$ cat config.mk
export PLATFORM = sky130hd
export DESIGN_NAME = message_buffer
export DESIGN_NICKNAME = d
export VERILOG_FILES = /design/src/rtl/msgbuf_pkg.sv /design/src/rtl/msgbuf_bank.sv /design/src/rtl/message_buffer.sv
export SDC_FILE = /design/constraint.sdc
export NUM_CORES = 1
export LEC_CHECK = 0
export CORE_MARGIN = 2
export CORE_UTILIZATION = 53
export CTS_BUF_LIST = sky130_fd_sc_hd__clkbuf_16
export CTS_CLUSTER_DIAMETER = 150
export DETAILED_ROUTE_END_ITERATION = 6
export PLACE_DENSITY_LB_ADDON = 0.15
export SETUP_SLACK_MARGIN = 0.15
export SKIP_LAST_GASP = 1
export SYNTH_ARGS = -nofsm -noshare
export SYNTH_HDL_FRONTEND = slang
export SYNTH_SLANG_ARGS = --single-unit
$ cat constraint.sdc
create_clock -name clk -period 1.62 [get_ports clk]
set_input_delay 0.243 -clock clk [delete_from_list [all_inputs] [get_ports clk]]
set_output_delay 0.243 -clock clk [all_outputs]
set_load 0.005 [all_outputs]
$ cat src/rtl/msgbuf_pkg.sv
// Shared defaults, load/pending state type and reset pattern for message_buffer.
package msgbuf_pkg;

    localparam int CHAR_W_DEF = 4;
    localparam int DEPTH_DEF  = 16;

    typedef enum logic {
        LOADING = 1'b0,
        PENDING = 1'b1
    } buf_state_e;

    // Reset pattern: entry i holds its own index, truncated by the caller to the character width.
    function automatic logic [31:0] reset_char(input int idx);
        return 32'(idx);
    endfunction

endpackage

$ cat src/rtl/msgbuf_bank.sv
// One DEPTH x CHAR_W character bank: synchronous write, asynchronous read,
// asynchronous reset to the identity pattern.
module msgbuf_bank
    import msgbuf_pkg::*;
#(
    parameter int CHAR_W = CHAR_W_DEF,
    parameter int DEPTH  = DEPTH_DEF,
    localparam int AW    = $clog2(DEPTH)
) (
    input  logic              clk,
    input  logic              reset,
    input  logic              wr_en,
    input  logic [AW-1:0]     wr_addr,
    input  logic [CHAR_W-1:0] wr_data,
    input  logic [AW-1:0]     rd_addr,
    output logic [CHAR_W-1:0] rd_data
);

    logic [CHAR_W-1:0] mem [DEPTH];

    always_ff @(posedge clk or negedge reset) begin
        if (!reset) begin
            for (int i = 0; i < DEPTH; i++) begin
                mem[i] <= CHAR_W'(reset_char(i));
            end
        end else if (wr_en) begin
            mem[wr_addr] <= wr_data;
        end
    end

    assign rd_data = mem[rd_addr];

endmodule

$ cat src/rtl/message_buffer.sv
// Scrolling-display message buffer; define MSGBUF_DOUBLE_BUFFER_EN for a
// shadow bank swapped on swap_req, otherwise writes land in the displayed bank.
module message_buffer
    import msgbuf_pkg::*;
#(
    parameter int CHAR_W = CHAR_W_DEF,
    parameter int DEPTH  = DEPTH_DEF
) (
    input  logic                     clk,
    input  logic                     reset,
    input  logic                     wr_valid,
    input  logic [CHAR_W-1:0]        wr_char,
    output logic                     wr_ready,
    input  logic                     wr_abort,
    input  logic                     swap_req,
    input  logic [$clog2(DEPTH)-1:0] rd_addr,
    output logic [CHAR_W-1:0]        rd_char,
    output logic                     frame_pending,
    output logic                     frame_done,
    output logic                     state_dbg
);

    localparam int            AW   = $clog2(DEPTH);
    localparam logic [AW-1:0] LAST = AW'(DEPTH - 1);

    buf_state_e    state_q, state_d;
    logic [AW-1:0] wr_ptr_q, wr_ptr_d;
    logic          active_q, active_d;
    logic          frame_done_q, frame_done_d;
    logic          armed_q;
    logic          accept;
    logic          wrap;
    logic          swap;

    // Write handshake: a character moves when wr_valid && wr_ready on a rising
    // edge; wr_abort in the same cycle discards it.
    assign wr_ready      = armed_q && (state_q == LOADING);
    assign accept        = wr_valid && wr_ready && !wr_abort;
    assign wrap          = accept && (wr_ptr_q == LAST);
    assign frame_pending = (state_q == PENDING);
    assign frame_done    = frame_done_q;
    assign state_dbg     = state_q;

`ifdef MSGBUF_DOUBLE_BUFFER_EN
    assign swap = (state_q == PENDING) && swap_req && !wr_abort;
`else
    logic unused_swap_req;
    logic unused_active;
    assign unused_swap_req = swap_req;
    assign unused_active   = active_q;
    assign swap            = 1'b0;
`endif

    always_ff @(posedge clk or negedge reset) begin
        if (!reset) begin
            state_q      <= LOADING;
            wr_ptr_q     <= '0;
            active_q     <= 1'b0;
            frame_done_q <= 1'b0;
            armed_q      <= 1'b0;
        end else begin
            state_q      <= state_d;
            wr_ptr_q     <= wr_ptr_d;
            active_q     <= active_d;
            frame_done_q <= frame_done_d;
            armed_q      <= 1'b1;
        end
    end

    // Abort dominates; wrap can only happen while LOADING and swap only while
    // PENDING, so a wrap write never swaps on its own edge.
    always_comb begin
        state_d      = state_q;
        wr_ptr_d     = wr_ptr_q;
        active_d     = active_q;
        frame_done_d = 1'b0;
        if (wr_abort) begin
            state_d  = LOADING;
            wr_ptr_d = '0;
        end else if (accept) begin
            wr_ptr_d = wr_ptr_q + AW'(1);
            if (wrap) begin
`ifdef MSGBUF_DOUBLE_BUFFER_EN
                state_d = PENDING;
`else
                frame_done_d = 1'b1;
`endif
            end
        end else if (swap) begin
            state_d      = LOADING;
            active_d     = ~active_q;
            frame_done_d = 1'b1;
        end
    end

`ifdef MSGBUF_DOUBLE_BUFFER_EN
    logic [CHAR_W-1:0] rd_data0, rd_data1;

    // The shadow bank is always the one not selected by active_q.
    msgbuf_bank #(.CHAR_W(CHAR_W), .DEPTH(DEPTH)) u_bank0 (
        .clk     (clk),
        .reset   (reset),
        .wr_en   (accept && active_q),
        .wr_addr (wr_ptr_q),
        .wr_data (wr_char),
        .rd_addr (rd_addr),
        .rd_data (rd_data0)
    );

    msgbuf_bank #(.CHAR_W(CHAR_W), .DEPTH(DEPTH)) u_bank1 (
        .clk     (clk),
        .reset   (reset),
        .wr_en   (accept && !active_q),
        .wr_addr (wr_ptr_q),
        .wr_data (wr_char),
        .rd_addr (rd_addr),
        .rd_data (rd_data1)
    );

    assign rd_char = active_q ? rd_data1 : rd_data0;
`else
    msgbuf_bank #(.CHAR_W(CHAR_W), .DEPTH(DEPTH)) u_bank0 (
        .clk     (clk),
        .reset   (reset),
        .wr_en   (accept),
        .wr_addr (wr_ptr_q),
        .wr_data (wr_char),
        .rd_addr (rd_addr),
        .rd_data (rd_char)
    );
`endif

endmodule

==> results of run 1 <==
## logic make-up after synthesis
| family | Yosys count | synth area share [%] |
|---|---|---|
| muxes | 80 | 32.21 |
| DFF | 70 | 53.39 |
| and+or+nand+nor | 48 | 8.426 |
| buffers and inverters | 15 | 2.386 |
| AOI/OAI and AO/OA | 7 | 1.342 |
| adders and majority gates | 4 | 1.491 |
| other | 2 | 0.2238 |
| xor gates and xnor gates | 2 | 0.5221 |
## worst max-delay path by stage
stage / endpoint / cells past startpoint / slack [ps]
6_report: rd_char[2] / 4 / -230
5_1_grt: rd_char[0] / 4 / -270
4_1_cts: rd_char[2] / 4 / -270
3_5_place_dp: rd_char[2] / 7 / -860
3_3_place_gp: rd_char[1] / 6 / -850
2_1_floorplan: u_bank0.mem[52] / 5 / 50
## layout make-up
class | count | area, sq um | area share (%)
clock buffer | 9 | 225.2 | 4.684
clock inverter | 7 | 67.56 | 1.405
inverter | 2 | 7.507 | 0.1561
multi-input combinational | 144 | 1863 | 38.75
sequential | 70 | 1794 | 37.31
tap | 75 | 93.84 | 1.952
timing repair buffer | 80 | 757.0 | 15.74
## metal layers
layer | track usage, % | part of all wire [%] | vias to the layer above
met4 | 9.384 | 1.6 | 0
met1 | 34.84 | 43 | 1185
met5 | 0 | 0 | -
met3 | 4.550 | 4.2 | 9
met2 | 40.22 | 51 | 51
li1 | - | - | 995
## critical path: stages, from the launching register on
cell,delay [ps]
sky130_fd_sc_hd__dfrtp_1,400
sky130_fd_sc_hd__mux4_2,470
sky130_fd_sc_hd__a22oi_2,170
sky130_fd_sc_hd__nand3_1,100
sky130_fd_sc_hd__buf_2,130
## through the flow
| step | utilization (%) | setup slack [ps] | std cells |
|---|---|---|---|
| after global placement | 64.39 | -849.9 | 347 |
| after CTS | 77.26 | -267.2 | 382 |
| final | 79.80 | -230.2 | 387 |
| after global routing | 79.80 | -272.2 | 387 |
| after floorplan | - | 49.56 | 229 |
| after detailed placement | 64.39 | -864.7 | 347 |
## repair_timing
action                     CTS  global route
hold buffers                 1             0
gates resized for setup    111            29
setup endpoints to repair   65            69
pin swaps                   16             5
hold endpoints to repair    38             0
gates cloned                 2             0
buffers inserted            16             5
## layout by cell type (no fill, tap or decap), types with 7 or more instances in the layout
| cell type | instances |
|---|---|
| sky130_fd_sc_hd__buf_6 | 23 |
| sky130_fd_sc_hd__clkbuf_16 | 9 |
| sky130_fd_sc_hd__dfrtp_1 | 36 |
| sky130_fd_sc_hd__clkdlybuf4s50_1 | 8 |
| sky130_fd_sc_hd__nand2_1 | 7 |
| sky130_fd_sc_hd__dfstp_2 | 32 |
| sky130_fd_sc_hd__mux2_4 | 59 |
| sky130_fd_sc_hd__nand3_1 | 11 |
| sky130_fd_sc_hd__buf_4 | 35 |
| sky130_fd_sc_hd__mux4_2 | 16 |
## registers in the layout, summed over array words and instances, names as in the netlist
signal       flops
frame_done       1
wr_ptr_q         4
u_bank0.mem     64
armed_q          1
## power groups by stage
stage | combinational, uW | clock, uW | sequential [uW]
floorplan | 184 | 0 | 1900
global placement | 335 | 0 | 1910
detailed placement | 344 | 0 | 1910
CTS | 455 | 1950 | 1890
global route | 538 | 2040 | 1900
finish | 502 | 1930 | 1890
==> metrics.md, run 1 <==
| Metric | Value |
|---|---|
| Final cycle utilization of the critical path | 114.2% |
| Combinational Power Share | 11.6% |
| Portion of total power attributed to sequential cells | 43.7% |
| CTS Buf Count | 9 |
| Die Height | 83.57 um |
| Status | complete, but fails checks |
| Static power due to leakage | 0.002139 uW |
| Data required time at the worst endpoint | 1380 ps |
| Share of the synthesized area in the top cell type | 28.34% |
| Final design area excluding fillers | 4808 sq um |
| Sort of element at the end of the critical path | primary output |
| Share of synthesized registers carrying an async set or reset | 100.0% |
| Synthesized area per cell | 14.72 sq um |
| Sw Ratio | 23.18% |
| Synth-to-Final Area Change | 43.29% |
| DR WL/cell | 21.47 um |
| Routability cong. | 0.7809 |
| All-Layer GR Usage | 25.23% |
| Number of unique standard cell types used by synthesis | 31 |
| Dpl hpwl | 4.828 mm |
| Worst-path clk slew | 60 ps |
| Die Span X | 83.57 um |
| Max-cap check violation count | 0 |
| Critical Path AT | 1610 ps |
| Shortest clock period the worst path allows after layout | 1850 ps |
| Synthesized flop and latch total | 70 |
| Post-place instance area | 3880 sq um |
| EDFF count, synth | 0 |
| H-tree levels | 3 |
| Overall overflow remaining after global route | 0 |
| Pre-Repair DR Iteration Count | 4 |
| Routed via count | 2,240 |
| Number of cell instances on the worst register-to-register path | 5 |
| Upper clock frequency limit | 0.5405 GHz |
| Cell taking the most area after synthesis | sky130_fd_sc_hd__dfrtp_1 |
| Final sum of negative setup slack | -1728 ps |
| Unrepaired setup endpoints after global routing | yes |
| Top-level port count | 21 |
| Worst path setup slack after routing | -230.2 ps |
| Clock latency on the worst-skew pair | 330 ps |
| Critical Path Source | u_bank0.mem[62] |
| Top FF cell, synth | sky130_fd_sc_hd__dfrtp_1 |
| Fill cell total of the finished layout | 307 |
| DR DRC count | 0 |
| Power Dens Cells | 900.0 nW/um^2 |
| Detailed Route WL | 8.309 mm |
| Detailed Route Iter0 Violations | 163 |
| Via count of the first global-routing pass | 2,400 |
| Peak fanout along the critical path | 2 |
| Maximum number of pins on one net before global-route repair | 71 |
| Antenna violations before repair | 0 |
| Max-slew violation total from the final report | 0 |
| Number of buffer cells added on primary ports | 17 |
| Classification of the worst-slack hold path | in2async |
| Violations in the final reports | setup timing |
| Cell types with the largest area share after synthesis | sky130_fd_sc_hd__dfrtp_1, sky130_fd_sc_hd__dfstp_2, sky130_fd_sc_hd__mux2_2 |
| Sw Pwr | 1003 uW |
| Mapped Area | 3356 sq um |
| Count of final setup violators | 25 |
| Area of the die | 6984 sq um |
| Total chip power | 4328 uW |
| Worst ir drop on vdd | 0.7578 mV |
| Clock sink count | 70 |
| Most frequent cell after synthesis | sky130_fd_sc_hd__mux2_2 |
| First-pass GRT wire length | 13.48 mm |
| Max Buffers Root-to-Sink | 2 |
| Slack of the worst reg-to-reg path | -130 ps |
| Hold_ws | 458.7 ps |
| Std-Cell Rows | 28 |
| Clock tree from TritonCTS | yes |
| Share of power burned in the clock network | 44.7% |
| Sequential share of the synthesized area | 53.39% |
| Startpoint of the most critical register-to-register path | wr_ptr_q[1] |
| Cell chosen for the clock root | sky130_fd_sc_hd__clkbuf_16 |
| Number of nets in the final layout | 324 |
| Layout cells sized above 1 | 70.83% |
| Critical path class | reg2out |
| Capture point of the worst reg-to-reg path | u_bank0.mem[54] |
| Standard cell core area | 6026 sq um |
| Syn Inst Count | 228 |
| Initial Util | 55.69% |
| Startpoint types | register |
| Setup skew after layout | 6.902 ps |
| Final Hold Vio Count | 0 |
| Count of synthesis-stage warnings from yosys | 0 |
| Internal power consumption | 3324 uW |
| Remaining antenna violation count | 0 |
| Ant diodes | 0 |
| Mean number of vias per cell | 5.788 |
| Top post-synthesis cells by count | sky130_fd_sc_hd__mux2_2, sky130_fd_sc_hd__dfrtp_1, sky130_fd_sc_hd__dfstp_2 |
No activity file was read; power rests on OpenSTA's default activity.
==> inputs of run 2 (changes only) <==
- CTS_CLUSTER_DIAMETER: 150 -> 40
==> results of run 2 <==
The final DEF is identical to that of run 1; final timing and power are the same.
